<file path="config.mk">
export PLATFORM = sky130hd
export DESIGN_NAME = control_sequencer
export DESIGN_NICKNAME = d
export VERILOG_FILES = /design/src/rtl/control_sequencer_pkg.sv /design/src/rtl/control_sequencer_rom.sv /design/src/rtl/control_sequencer.sv
export SDC_FILE = /design/constraint.sdc
export NUM_CORES = 1
export LEC_CHECK = 0
export ABC_AREA = 0
export ABC_CLOCK_PERIOD_IN_PS = 1300
export BUFFER_PORTS_ARGS = -buffer_cell sky130_fd_sc_hd__buf_2
export CAP_MARGIN = 0
export CORE_MARGIN = 2
export CORE_UTILIZATION = 40
export DETAILED_ROUTE_END_ITERATION = 10
export GPL_TIMING_DRIVEN = 0
export PLACE_DENSITY = 0.73
export SETUP_SLACK_MARGIN = 0.5
export SLEW_MARGIN = 20
export SYNTH_ARGS = -nofsm -noshare
export SYNTH_HDL_FRONTEND = slang
export SYNTH_SLANG_ARGS = --single-unit
</file>
<file path="constraint.sdc">
create_clock -name i_CLOCK -period 1.3 [get_ports i_CLOCK]
set_input_delay 0 -clock i_CLOCK [delete_from_list [all_inputs] [get_ports i_CLOCK]]
set_output_delay 0 -clock i_CLOCK [all_outputs]
set_load 0.1 [all_outputs]
</file>
<file path="src/rtl/control_sequencer_pkg.sv">
// Shared definitions for the fetch/execute sequencer: state encoding,
// opcodes and the bit positions of the internal control word.
package control_sequencer_pkg;

  typedef enum logic [2:0] {
    S_T0   = 3'd0,
    S_T1   = 3'd1,
    S_T2   = 3'd2,
    S_T3   = 3'd3,
    S_T4   = 3'd4,
    S_HALT = 3'd5
  } state_t;

  localparam logic [3:0] OP_NOP = 4'h0;
  localparam logic [3:0] OP_LDA = 4'h1;
  localparam logic [3:0] OP_ADD = 4'h2;
  localparam logic [3:0] OP_SUB = 4'h3;
  localparam logic [3:0] OP_STA = 4'h4;
  localparam logic [3:0] OP_LDI = 4'h5;
  localparam logic [3:0] OP_JMP = 4'h6;
  localparam logic [3:0] OP_JC  = 4'h7;
  localparam logic [3:0] OP_JZ  = 4'h8;
  localparam logic [3:0] OP_OUT = 4'hE;
  localparam logic [3:0] OP_HLT = 4'hF;

  // Control word layout, shared by the ROM and the output unpacking.
  localparam int CW_PC_OUT   = 0;
  localparam int CW_PC_CE    = 1;
  localparam int CW_PC_JUMP  = 2;
  localparam int CW_MAR_LOAD = 3;
  localparam int CW_RAM_OUT  = 4;
  localparam int CW_RAM_LOAD = 5;
  localparam int CW_IR_LOAD  = 6;
  localparam int CW_IR_OUT   = 7;
  localparam int CW_A_LOAD   = 8;
  localparam int CW_A_OUT    = 9;
  localparam int CW_B_LOAD   = 10;
  localparam int CW_ALU_OUT  = 11;
  localparam int CW_ALU_SUB  = 12;
  localparam int CW_OUT_LOAD = 13;
  localparam int CW_HALTED   = 14;
  localparam int CW_W        = 15;

endpackage

</file>
<file path="src/rtl/control_sequencer_rom.sv">
// Combinational microcode: maps {state, opcode, flags} to a control word and
// a flag marking the final micro-step of the instruction.
module control_sequencer_rom
  import control_sequencer_pkg::*;
#(
  parameter int OPCODE_WIDTH = 4
) (
  input  state_t                  state,
  input  logic [OPCODE_WIDTH-1:0] opcode,
  input  logic                    carry,
  input  logic                    zero,
  output logic [CW_W-1:0]         cw,
  output logic                    last
);

  // Decode the current micro-step; unlisted opcodes fall through as NOP.
  always_comb begin
    cw   = '0;
    last = 1'b0;
    case (state)
      S_T0: begin
        cw[CW_PC_OUT]   = 1'b1;
        cw[CW_MAR_LOAD] = 1'b1;
      end
      S_T1: begin
        cw[CW_RAM_OUT] = 1'b1;
        cw[CW_IR_LOAD] = 1'b1;
        cw[CW_PC_CE]   = 1'b1;
      end
      S_T2: begin
        case (opcode)
          OP_LDA, OP_ADD, OP_SUB, OP_STA: begin
            cw[CW_IR_OUT]   = 1'b1;
            cw[CW_MAR_LOAD] = 1'b1;
          end
          OP_LDI: begin
            cw[CW_IR_OUT] = 1'b1;
            cw[CW_A_LOAD] = 1'b1;
            last          = 1'b1;
          end
          OP_JMP: begin
            cw[CW_IR_OUT]  = 1'b1;
            cw[CW_PC_JUMP] = 1'b1;
            last           = 1'b1;
          end
          OP_JC: begin
            cw[CW_IR_OUT]  = 1'b1;
            cw[CW_PC_JUMP] = carry;
            last           = 1'b1;
          end
          OP_JZ: begin
            cw[CW_IR_OUT]  = 1'b1;
            cw[CW_PC_JUMP] = zero;
            last           = 1'b1;
          end
          OP_OUT: begin
            cw[CW_A_OUT]    = 1'b1;
            cw[CW_OUT_LOAD] = 1'b1;
            last            = 1'b1;
          end
          default: last = 1'b1;
        endcase
      end
      S_T3: begin
        case (opcode)
          OP_LDA: begin
            cw[CW_RAM_OUT] = 1'b1;
            cw[CW_A_LOAD]  = 1'b1;
            last           = 1'b1;
          end
          OP_ADD, OP_SUB: begin
            cw[CW_RAM_OUT] = 1'b1;
            cw[CW_B_LOAD]  = 1'b1;
            cw[CW_ALU_SUB] = (opcode == OP_SUB);
          end
          OP_STA: begin
            cw[CW_A_OUT]    = 1'b1;
            cw[CW_RAM_LOAD] = 1'b1;
            last            = 1'b1;
          end
          default: last = 1'b1;
        endcase
      end
      S_T4: begin
        if (opcode == OP_ADD || opcode == OP_SUB) begin
          cw[CW_ALU_OUT] = 1'b1;
          cw[CW_A_LOAD]  = 1'b1;
          cw[CW_ALU_SUB] = (opcode == OP_SUB);
        end
        last = 1'b1;
      end
      S_HALT: cw[CW_HALTED] = 1'b1;
      default: last = 1'b1;
    endcase
  end

endmodule

</file>
<file path="src/rtl/control_sequencer.sv">
// Fetch/execute sequencer: T-state register, next-state logic, reset gating
// of every strobe, and unpacking of the control word onto the CPU strobes.
module control_sequencer
  import control_sequencer_pkg::*;
#(
  parameter int OPCODE_WIDTH = 4,
  parameter int TSTATE_WIDTH = 3
) (
  input  logic                    i_CLOCK,
  input  logic                    i_CLEAR_n,
  input  logic [OPCODE_WIDTH-1:0] i_OPCODE,
  input  logic                    i_CARRY,
  input  logic                    i_ZERO,
  output logic                    o_PC_OUTPUT,
  output logic                    o_PC_COUNT_ENABLE,
  output logic                    o_PC_JUMP,
  output logic                    o_MAR_LOAD,
  output logic                    o_RAM_OUTPUT,
  output logic                    o_RAM_LOAD,
  output logic                    o_IR_LOAD,
  output logic                    o_IR_OUTPUT,
  output logic                    o_A_LOAD,
  output logic                    o_A_OUTPUT,
  output logic                    o_B_LOAD,
  output logic                    o_ALU_OUTPUT,
  output logic                    o_ALU_SUBTRACT,
  output logic                    o_OUT_LOAD,
  output logic                    o_HALTED,
  output logic [TSTATE_WIDTH-1:0] o_TSTATE
);

  state_t            state_q, state_d;
  logic [CW_W-1:0]   cw_rom, cw_out;
  logic              last_step;

  control_sequencer_rom #(
    .OPCODE_WIDTH(OPCODE_WIDTH)
  ) u_rom (
    .state  (state_q),
    .opcode (i_OPCODE),
    .carry  (i_CARRY),
    .zero   (i_ZERO),
    .cw     (cw_rom),
    .last   (last_step)
  );

  // Advance one micro-step, return to T0 after the last one, park in HALT.
  always_comb begin
    state_d = state_q;
    if (state_q != S_HALT) begin
      if (last_step) begin
        if (state_q == S_T2 && i_OPCODE == OPCODE_WIDTH'(OP_HLT))
          state_d = S_HALT;
        else
          state_d = S_T0;
      end else begin
        state_d = state_t'(state_q + 3'd1);
      end
    end
  end

  // State register with synchronous active-low clear.
  always_ff @(posedge i_CLOCK) begin
    if (!i_CLEAR_n) state_q <= S_T0;
    else            state_q <= state_d;
  end

  // Hold every strobe low while clear is asserted, whatever the state.
  always_comb begin
    cw_out   = i_CLEAR_n ? cw_rom : '0;
    o_TSTATE = i_CLEAR_n ? TSTATE_WIDTH'(state_q) : '0;
  end

  assign o_PC_OUTPUT       = cw_out[CW_PC_OUT];
  assign o_PC_COUNT_ENABLE = cw_out[CW_PC_CE];
  assign o_PC_JUMP         = cw_out[CW_PC_JUMP];
  assign o_MAR_LOAD        = cw_out[CW_MAR_LOAD];
  assign o_RAM_OUTPUT      = cw_out[CW_RAM_OUT];
  assign o_RAM_LOAD        = cw_out[CW_RAM_LOAD];
  assign o_IR_LOAD         = cw_out[CW_IR_LOAD];
  assign o_IR_OUTPUT       = cw_out[CW_IR_OUT];
  assign o_A_LOAD          = cw_out[CW_A_LOAD];
  assign o_A_OUTPUT        = cw_out[CW_A_OUT];
  assign o_B_LOAD          = cw_out[CW_B_LOAD];
  assign o_ALU_OUTPUT      = cw_out[CW_ALU_OUT];
  assign o_ALU_SUBTRACT    = cw_out[CW_ALU_SUB];
  assign o_OUT_LOAD        = cw_out[CW_OUT_LOAD];
  assign o_HALTED          = cw_out[CW_HALTED];

endmodule

</file>
==> impl_metrics.csv, run 1 <==
group,metric,value,unit
placed_design,gpl.final_weighted_congestion,0.755,
synth,synth_top_area_share,11.3,%
synth,synth_area_leaders,"ha_1 11%, dfxtp_1 11%, nand2_1 6.1%, and2_1 4.5%, nand3_1 4.5%",
synth,yosysSeqAreaShare,10.9,%
placed_design,port_buffers,23,
synth,synth_flop_cell,"dfxtp_1",
status,failing_step,"clock tree synthesis (4_1_cts)",
clock_network,root_buffer,"clkbuf_4",
synth,synthTopCellsByCount,"9 x nand2_1, 5 x ha_1, 5 x inv_1, 5 x nand3_1",
floorplanning,die_y,41.1,um
clock_network,cts_setup_buffers,11,
synth,avgSynthCellArea,7.46,um2
clock_network,cts_hold_buf,0,
clock_network,numCtsBuffers,3,
synth,synth_warnings,0,
synth,ys_async_sr_fraction,0,%
placed_design,placed_cell_area,853,um2
floorplanning,die_w,41.1,um
floorplanning,num_rows,13,
synth,syn_area,552,um2
clock_network,htreeDepth,1,
synth,syn_nets,87,
synth,synthesis.instances,74,
clock_network,cts_sinks,3,
synth,yosysTopAreaCell,"ha_1",
synth,yosysMostFrequentCell,"nand2_1",
clock_network,ctsResizeCount,88,
synth,synth-seq-cells,3,
placed_design,hpwlAfterDp,1100,um
synth,synth_edf_count,0,
status,outcome,"did not finish",
synth,yosysUniqueCellTypes,37,
floorplanning,pin_count,26,
status,error,"[ERROR DPL-0033] detailed placement checks failed during check placement.",
clock_network,clk_path_buf_depth,2,
floorplanning,start_util,42.4,%
## cell families after synthesis
group / count (synthesis) / share of synthesized area [%]
flip-flops: 3 / 10.9
XOR/XNOR: 1 / 1.59
AO/OA/AOI/OAI: 15 / 22.4
adder cells (fa/ha/maj): 5 / 11.3
multiplexers: 1 / 2.04
buffers and inverters: 11 / 11.8
AND/OR/NAND/NOR: 38 / 39.9
## metrics by stage
stage | setup TNS [ps] | std cells | hold WS, ps | setup WS, ps | util [%]
2_1_floorplan | -3010 | 74 | 165 | -680 | -
3_3_place_gp | -2860 | 112 | 387 | -388 | 65.6
3_5_place_dp | -3010 | 112 | 390 | -398 | 65.6
==> inputs of run 2 (changes only) <==
ABC_CLOCK_PERIOD_IN_PS = 1700   (was 1300)
CORE_AREA = 2 2 63 65   (was not set)
CORE_MARGIN = not set   (was 2)
CORE_UTILIZATION = not set   (was 40)
DIE_AREA = 0 0 65 67   (was not set)
PLACE_DENSITY = not set   (was 0.73)
PLACE_DENSITY_LB_ADDON = 0.15   (was not set)
SETUP_SLACK_MARGIN = not set   (was 0.5)
clock period = 1.7 ns   (was 1.3 ns; I/O delays follow)
==> impl_metrics.csv, run 2 <==
group,metric,value,unit
worst_setup_path,cp.arrival,1670,ps
power,total_power,1.54,mW
finish,drive_above_1_share,61.9,%
worst_setup_path,crit_cells,5,
floorplanning,die_w,65,um
synth,syn_area,552,um2
synth,synth_area_leaders,"ha_1 11%, dfxtp_1 11%, nand2_1 6.1%, and2_1 4.5%, nand3_1 4.5%",
floorplanning,num_rows,22,
run,drv_cap,0,
finish,regMostFlops,"state_q",
grt,grt_max_degree,11,
synth,ys_async_sr_fraction,0,%
clock_network,cts_sinks,3,
floorplanning,start_util,15.3,%
finish,fillCellCount,403,
synth,synth-seq-cells,3,
clock_network,numCtsBuffers,3,
finish,antenna_cells,0,
grt,grt_usage,8.85,%
placed_design,gpl.final_weighted_congestion,0.662,
floorplanning,die_y,67,um
clock_network,clk_path_buf_depth,2,
synth,yosysUniqueCellTypes,37,
synth,yosysSeqAreaShare,10.9,%
power,power.density,1550,nW/um2
grt,grt_pass1_wl,2980,um
synth,synth_edf_count,0,
grt,antenna_found_initial,0,
finish,fin_nets,119,
worst_setup_path,path_cells,"inv_4 -> ha_4 -> nand4b_1 -> a2111oi_4 -> buf_6",
synth,synthesis.instances,74,
worst_setup_path,regToRegSetupSlack,220,ps
timing,setup_violations,0,
finish,fin_cells,153,
timing,rsz0062_at_grt,"true",
finish,layout_commonest_cell,"buf_2",
finish,reg_top3,"state_q x3",
status,outcome,"complete, no violations",
detailed_routing,drt-total-wl,1830,um
timing,fin_worst_skew,1.36,ps
worst_setup_path,slowest_delay,420,ps
timing,fmax,598,MHz
clock_network,cts_hold_buf,0,
worst_setup_path,crit_required,1700,ps
power,vdd_drop_max,0.000678,V
worst_setup_path,cp_top_family,"compound AO/OA/AOI/OAI gates",
worst_setup_path,critPathKind,"reg2out",
finish,largest_reg_flops,3,
grt,grt_pass1_vias,669,
worst_setup_path,worst_setup_path_start_kind,"flip-flop",
placed_design,hpwlAfterDp,1400,um
timing,finalCritPeriodShare,98.4,%
placed_design,port_buffers,23,
timing,period_needed,1670,ps
detailed_routing,vias,653,
synth,avgSynthCellArea,7.46,um2
timing,worst_pin_slew,485,ps
hold_path,worstHoldPathCells,3,
clock_network,root_buffer,"clkbuf_8",
finish,area_delta_synth_final,79.4,%
worst_setup_path,rr_worst_depth,7,
worst_setup_path,worst-path-max-fanout,3,
synth,synth_flop_cell,"dfxtp_1",
timing,slew_headroom,67.9,%
synth,syn_nets,87,
clock_network,clk_pin_slew,30,ps
clock_network,htreeDepth,1,
clock_network,cts_tree,"done",
detailed_routing,ant_nets,0,
timing,finalHoldViolCount,0,
worst_setup_path,end_kind,"primary output",
detailed_routing,drt_first_pass_iters,3,
timing,final-max-slew-violation-count,0,
grt,gr-total-overflow,0,
synth,synthTopCellsByCount,"9 x nand2_1, 5 x ha_1, 5 x inv_1, 5 x nand3_1",
synth,synth_top_area_share,11.3,%
clock_network,clock_latency,220,ps
detailed_routing,wire_per_inst,12.0,um
synth,synth_warnings,0,
worst_setup_path,slowest_stage,"a2111oi_4",
floorplanning,pin_count,26,
detailed_routing,drc,0,
hold_path,worstHoldPathType,"in2reg",
worst_setup_path,critPathBufInv,2,
synth,yosysTopAreaCell,"ha_1",
floorplanning,fp.dieArea,4360,um2
detailed_routing,drt_iter0_drc,10,
finish,layout_common_cells,"15 x buf_2, 10 x buf_4, 8 x nand2_1",
power,p_leak,0.415,nW
synth,yosysMostFrequentCell,"nand2_1",
floorplanning,core_area,3610,um2
detailed_routing,vias_per_cell,4.27,
placed_design,placed_cells,145,
[run 2: cell counts after synthesis]
Identical to the previous run, type by type.
[run 2: cells by family after synthesis]
| group | count (synthesis) | share of synthesized area [%] |
|---|---|---|
| and+or+nand+nor | 38 | 39.9 |
| AOI/OAI and AO/OA | 15 | 22.4 |
| buffers and inverters | 11 | 11.8 |
| adders and majority gates | 5 | 11.3 |
| DFF | 3 | 10.9 |
| xor gates and xnor gates | 1 | 1.59 |
| muxes | 1 | 2.04 |
[run 2: cell type report]
type | count | area, um2 | share of cell area (%)
well taps | 48 | 60.1 | 6.07
plain buffers | 5 | 42.5 | 4.30
inverters | 6 | 28.8 | 2.91
flip-flops and latches | 3 | 68.8 | 6.95
multi-input cells | 60 | 553 | 55.9
repair buffers | 27 | 191 | 19.3
clock buffers | 4 | 45.0 | 4.55
[run 2: worst min-delay path, delay by kind of cell]
family                 cells  cell delay (ps)
AOI/OAI and AO/OA          1               80
buffers and inverters      1              150
and+or+nand+nor            1               90
[run 2: per-layer routing]
metal,wire [um],share of wire (%),vias up,GRT usage [%]
met5,0,0,-,0
met4,7,0.38,0,3.19
met3,96,5.2,2,1.18
met2,940,51,20,16.4
met1,789,43,306,10.3
li1,-,-,325,-
[run 2: where the power goes]
part           switching, mW  internal, mW
registers             0.0595         0.116
logic                  0.799         0.349
clock network         0.0517         0.160
[run 2: stage by stage]
step	hold slack [ps]	setup WS, ps	utilization [%]	setup TNS, ps	area [um2]
after floorplan	180	-317	-	-606	642
after global placement	395	-52.3	22.7	-56.6	817
after detailed placement	380	-28.3	22.7	-49.0	817
after CTS	159	10.8	26.4	0	952
after global routing	202	-61.5	27.4	-61.5	990
final	162	27.5	27.4	0	990
[run 2: repair_timing]
item	CTS	global route
setup buffers	2	2
setup endpoints to repair	8	6
pin swaps	2	2
gates resized for setup	20	8
endpoints found under the hold margin	0	0
[run 2: path summary, 6_finish.rpt]
path | startpoint | end
setup / recovery | state_q[0]$_SDFFE_PN0P_ | o_A_OUTPUT
hold / removal | i_CLEAR_n | state_q[1]$_SDFFE_PN0P_
setup reg to reg | state_q[2]$_SDFFE_PN0P_ | state_q[1]$_SDFFE_PN0P_
hold reg to reg | state_q[1]$_SDFFE_PN0P_ | state_q[1]$_SDFFE_PN0P_
No activity file was read; power rests on OpenSTA's default activity.
==> inputs of run 3 (changes only) <==
CTS_BUF_LIST = sky130_fd_sc_hd__clkbuf_8   (was not set)
PLACE_DENSITY_LB_ADDON = 0.25   (was 0.15)
==> impl_metrics.csv, run 3 (synthesis results as in run 2) <==
group,metric,value,unit
detailed_routing,vias_per_cell,4.27,
timing,finalCritPeriodShare,98.5,%
finish,drive_above_1_share,62.5,%
floorplanning,die_w,65,um
worst_setup_path,reg2reg_from,"state_q[0]$_SDFFE_PN0P_",
placed_design,hpwlAfterDp,1400,um
grt,grt_max_degree,11,
floorplanning,die_y,67,um
clock_network,clk_path_buf_depth,2,
power,clockPowerShare,13.6,%
clock_network,cts_sinks,3,
timing,fmax,597,MHz
floorplanning,pin_count,26,
finish,fin_nets,118,
timing,setup_violations,0,
detailed_routing,drt_iter0_drc,26,
finish,fillCellCount,393,
floorplanning,fp.dieArea,4360,um2
grt,grt_pass1_vias,645,
timing,finalHoldViolCount,0,
power,internal_power,0.594,mW
detailed_routing,vias,649,
power,p_seq_share,11.2,%
clock_network,root_buffer,"clkbuf_8",
timing,worst_pin_slew,491,ps
grt,antenna_found_initial,0,
placed_design,placed_cells,145,
placed_design,port_buffers,23,
clock_network,cts_tree,"done",
timing,rsz0062_at_grt,"true",
finish,area_delta_synth_final,75.7,%
worst_setup_path,cp.arrival,1670,ps
finish,regMostFlops,"state_q",
timing,fin_worst_skew,0.447,ps
detailed_routing,drt_first_pass_iters,3,
run,drv_cap,0,
clock_network,htreeDepth,1,
detailed_routing,drc,0,
finish,stdcell_area,970,um2
placed_design,placed_cell_area,817,um2
grt,grt_pass1_wl,2770,um
hold_path,worstHoldPathCells,3,
detailed_routing,ant_nets,0,
worst_setup_path,critPathKind,"reg2out",
finish,fin_cells,152,
finish,reg_top3,"state_q x3",
clock_network,cts_hold_buf,0,
worst_setup_path,worst-path-max-fanout,5,
worst_setup_path,crit_required,1700,ps
power,pwr-share-comb,75.2,%
floorplanning,start_util,15.3,%
worst_setup_path,rr_worst_depth,6,
power,switching_power,0.893,mW
clock_network,numCtsBuffers,3,
floorplanning,num_rows,22,
detailed_routing,wire_per_inst,11.9,um
power,power.density,1530,nW/um2
finish,layout_common_cells,"15 x buf_2, 9 x buf_4, 7 x nand2_1",
clock_network,clk_pin_slew,30,ps
finish,layout_commonest_cell,"buf_2",
timing,period_needed,1670,ps
worst_setup_path,critical_path.startpoint,"state_q[0]$_SDFFE_PN0P_",
timing,slew_headroom,67.5,%
hold_path,hp-start,"i_CLEAR_n",
finish,largest_reg_flops,3,
clock_network,clock_latency,220,ps
worst_setup_path,end_kind,"primary output",
power,switching_share,60.1,%
detailed_routing,drt-total-wl,1810,um
power,vdd_drop_max,0.000715,V
hold_path,worstHoldPathType,"in2reg",
placed_design,gpl.final_weighted_congestion,0.728,
grt,gr-total-overflow,0,
status,outcome,"complete, no violations",
worst_setup_path,worst_setup_path_start_kind,"flip-flop",
power,p_leak,0.413,nW
floorplanning,core_area,3610,um2
timing,final-max-slew-violation-count,0,
grt,grt_usage,8.36,%
finish,antenna_cells,0,
## run 3: cell count changes in the layout (fill, tap and decap cells not counted)
cell | previous run | this run
buf_4 | 10 | 9
clkbuf_1 | 1 | 0
ha_2 | 0 | 1
ha_4 | 3 | 2
inv_1 | 3 | 4
nand2_1 | 8 | 7
nand2_2 | 1 | 2
nor2b_2 | 1 | 2
nor2b_4 | 1 | 0
## run 3: path summary, 6_finish.rpt
check / endpoint / slack (ps)
setup / recovery: o_A_OUTPUT / 30
hold / removal: state_q[1]$_SDFFE_PN0P_ / 170
setup reg to reg: state_q[0]$_SDFFE_PN0P_ / 250
hold reg to reg: state_q[1]$_SDFFE_PN0P_ / 570
## run 3: worst max-delay path, stage by stage, from the launching register on
cell	delay, ps
dfxtp_4	350
inv_4	60
ha_4	130
nand4b_1	210
a2111oi_4	420
buf_6	270
## run 3: per-stage QoR
stage / total power [mW] / worst slack (ps) / util (%) / hold slack, ps / TNS, ps
final: 1.49 / 26.3 / 26.9 / 174 / 0
after global routing: 1.57 / -50.1 / 26.9 / 191 / -75.9
after CTS: 1.43 / -5.19 / 25.7 / 168 / -5.19
after detailed placement: 1.18 / -36.3 / 22.7 / 386 / -41.7
after global placement: 1.17 / -54.4 / 22.7 / 391 / -54.4
after floorplan: 1.02 / -317 / - / 180 / -606
## run 3: cell type report
type	instances	area [um2]	area share (%)
Clock inverter	1	3.75	0.387
Buffer	5	42.5	4.39
Inverter	6	28.8	2.97
Multi-Input combinational cell	60	541	55.7
Tap cell	48	60.1	6.19
Timing Repair Buffer	26	184	19.0
Sequential cell	3	68.8	7.10
Clock buffer	3	41.3	4.26
## run 3: power groups by stage
| stage | clock network [mW] | logic (mW) | registers [mW] |
|---|---|---|---|
| floorplan | 0 | 0.881 | 0.136 |
| global placement | 0 | 1.03 | 0.147 |
| detailed placement | 0 | 1.03 | 0.145 |
| CTS | 0.205 | 1.08 | 0.151 |
| global route | 0.213 | 1.18 | 0.175 |
| finish | 0.202 | 1.12 | 0.166 |
## run 3: repair_timing
item	in CTS	in global routing
resized for setup	18	9
endpoints found under the setup margin	8	6
pin swaps	1	2
setup buffers	1	2
## run 3: metal layers
| layer | vias up | routed length [um] | track usage [%] |
|---|---|---|---|
| met5 | - | 0 | 0 |
| met4 | 0 | 32 | 4.79 |
| met3 | 5 | 93 | 1.35 |
| met2 | 19 | 859 | 14.9 |
| met1 | 303 | 828 | 9.35 |
| li1 | 322 | - | - |
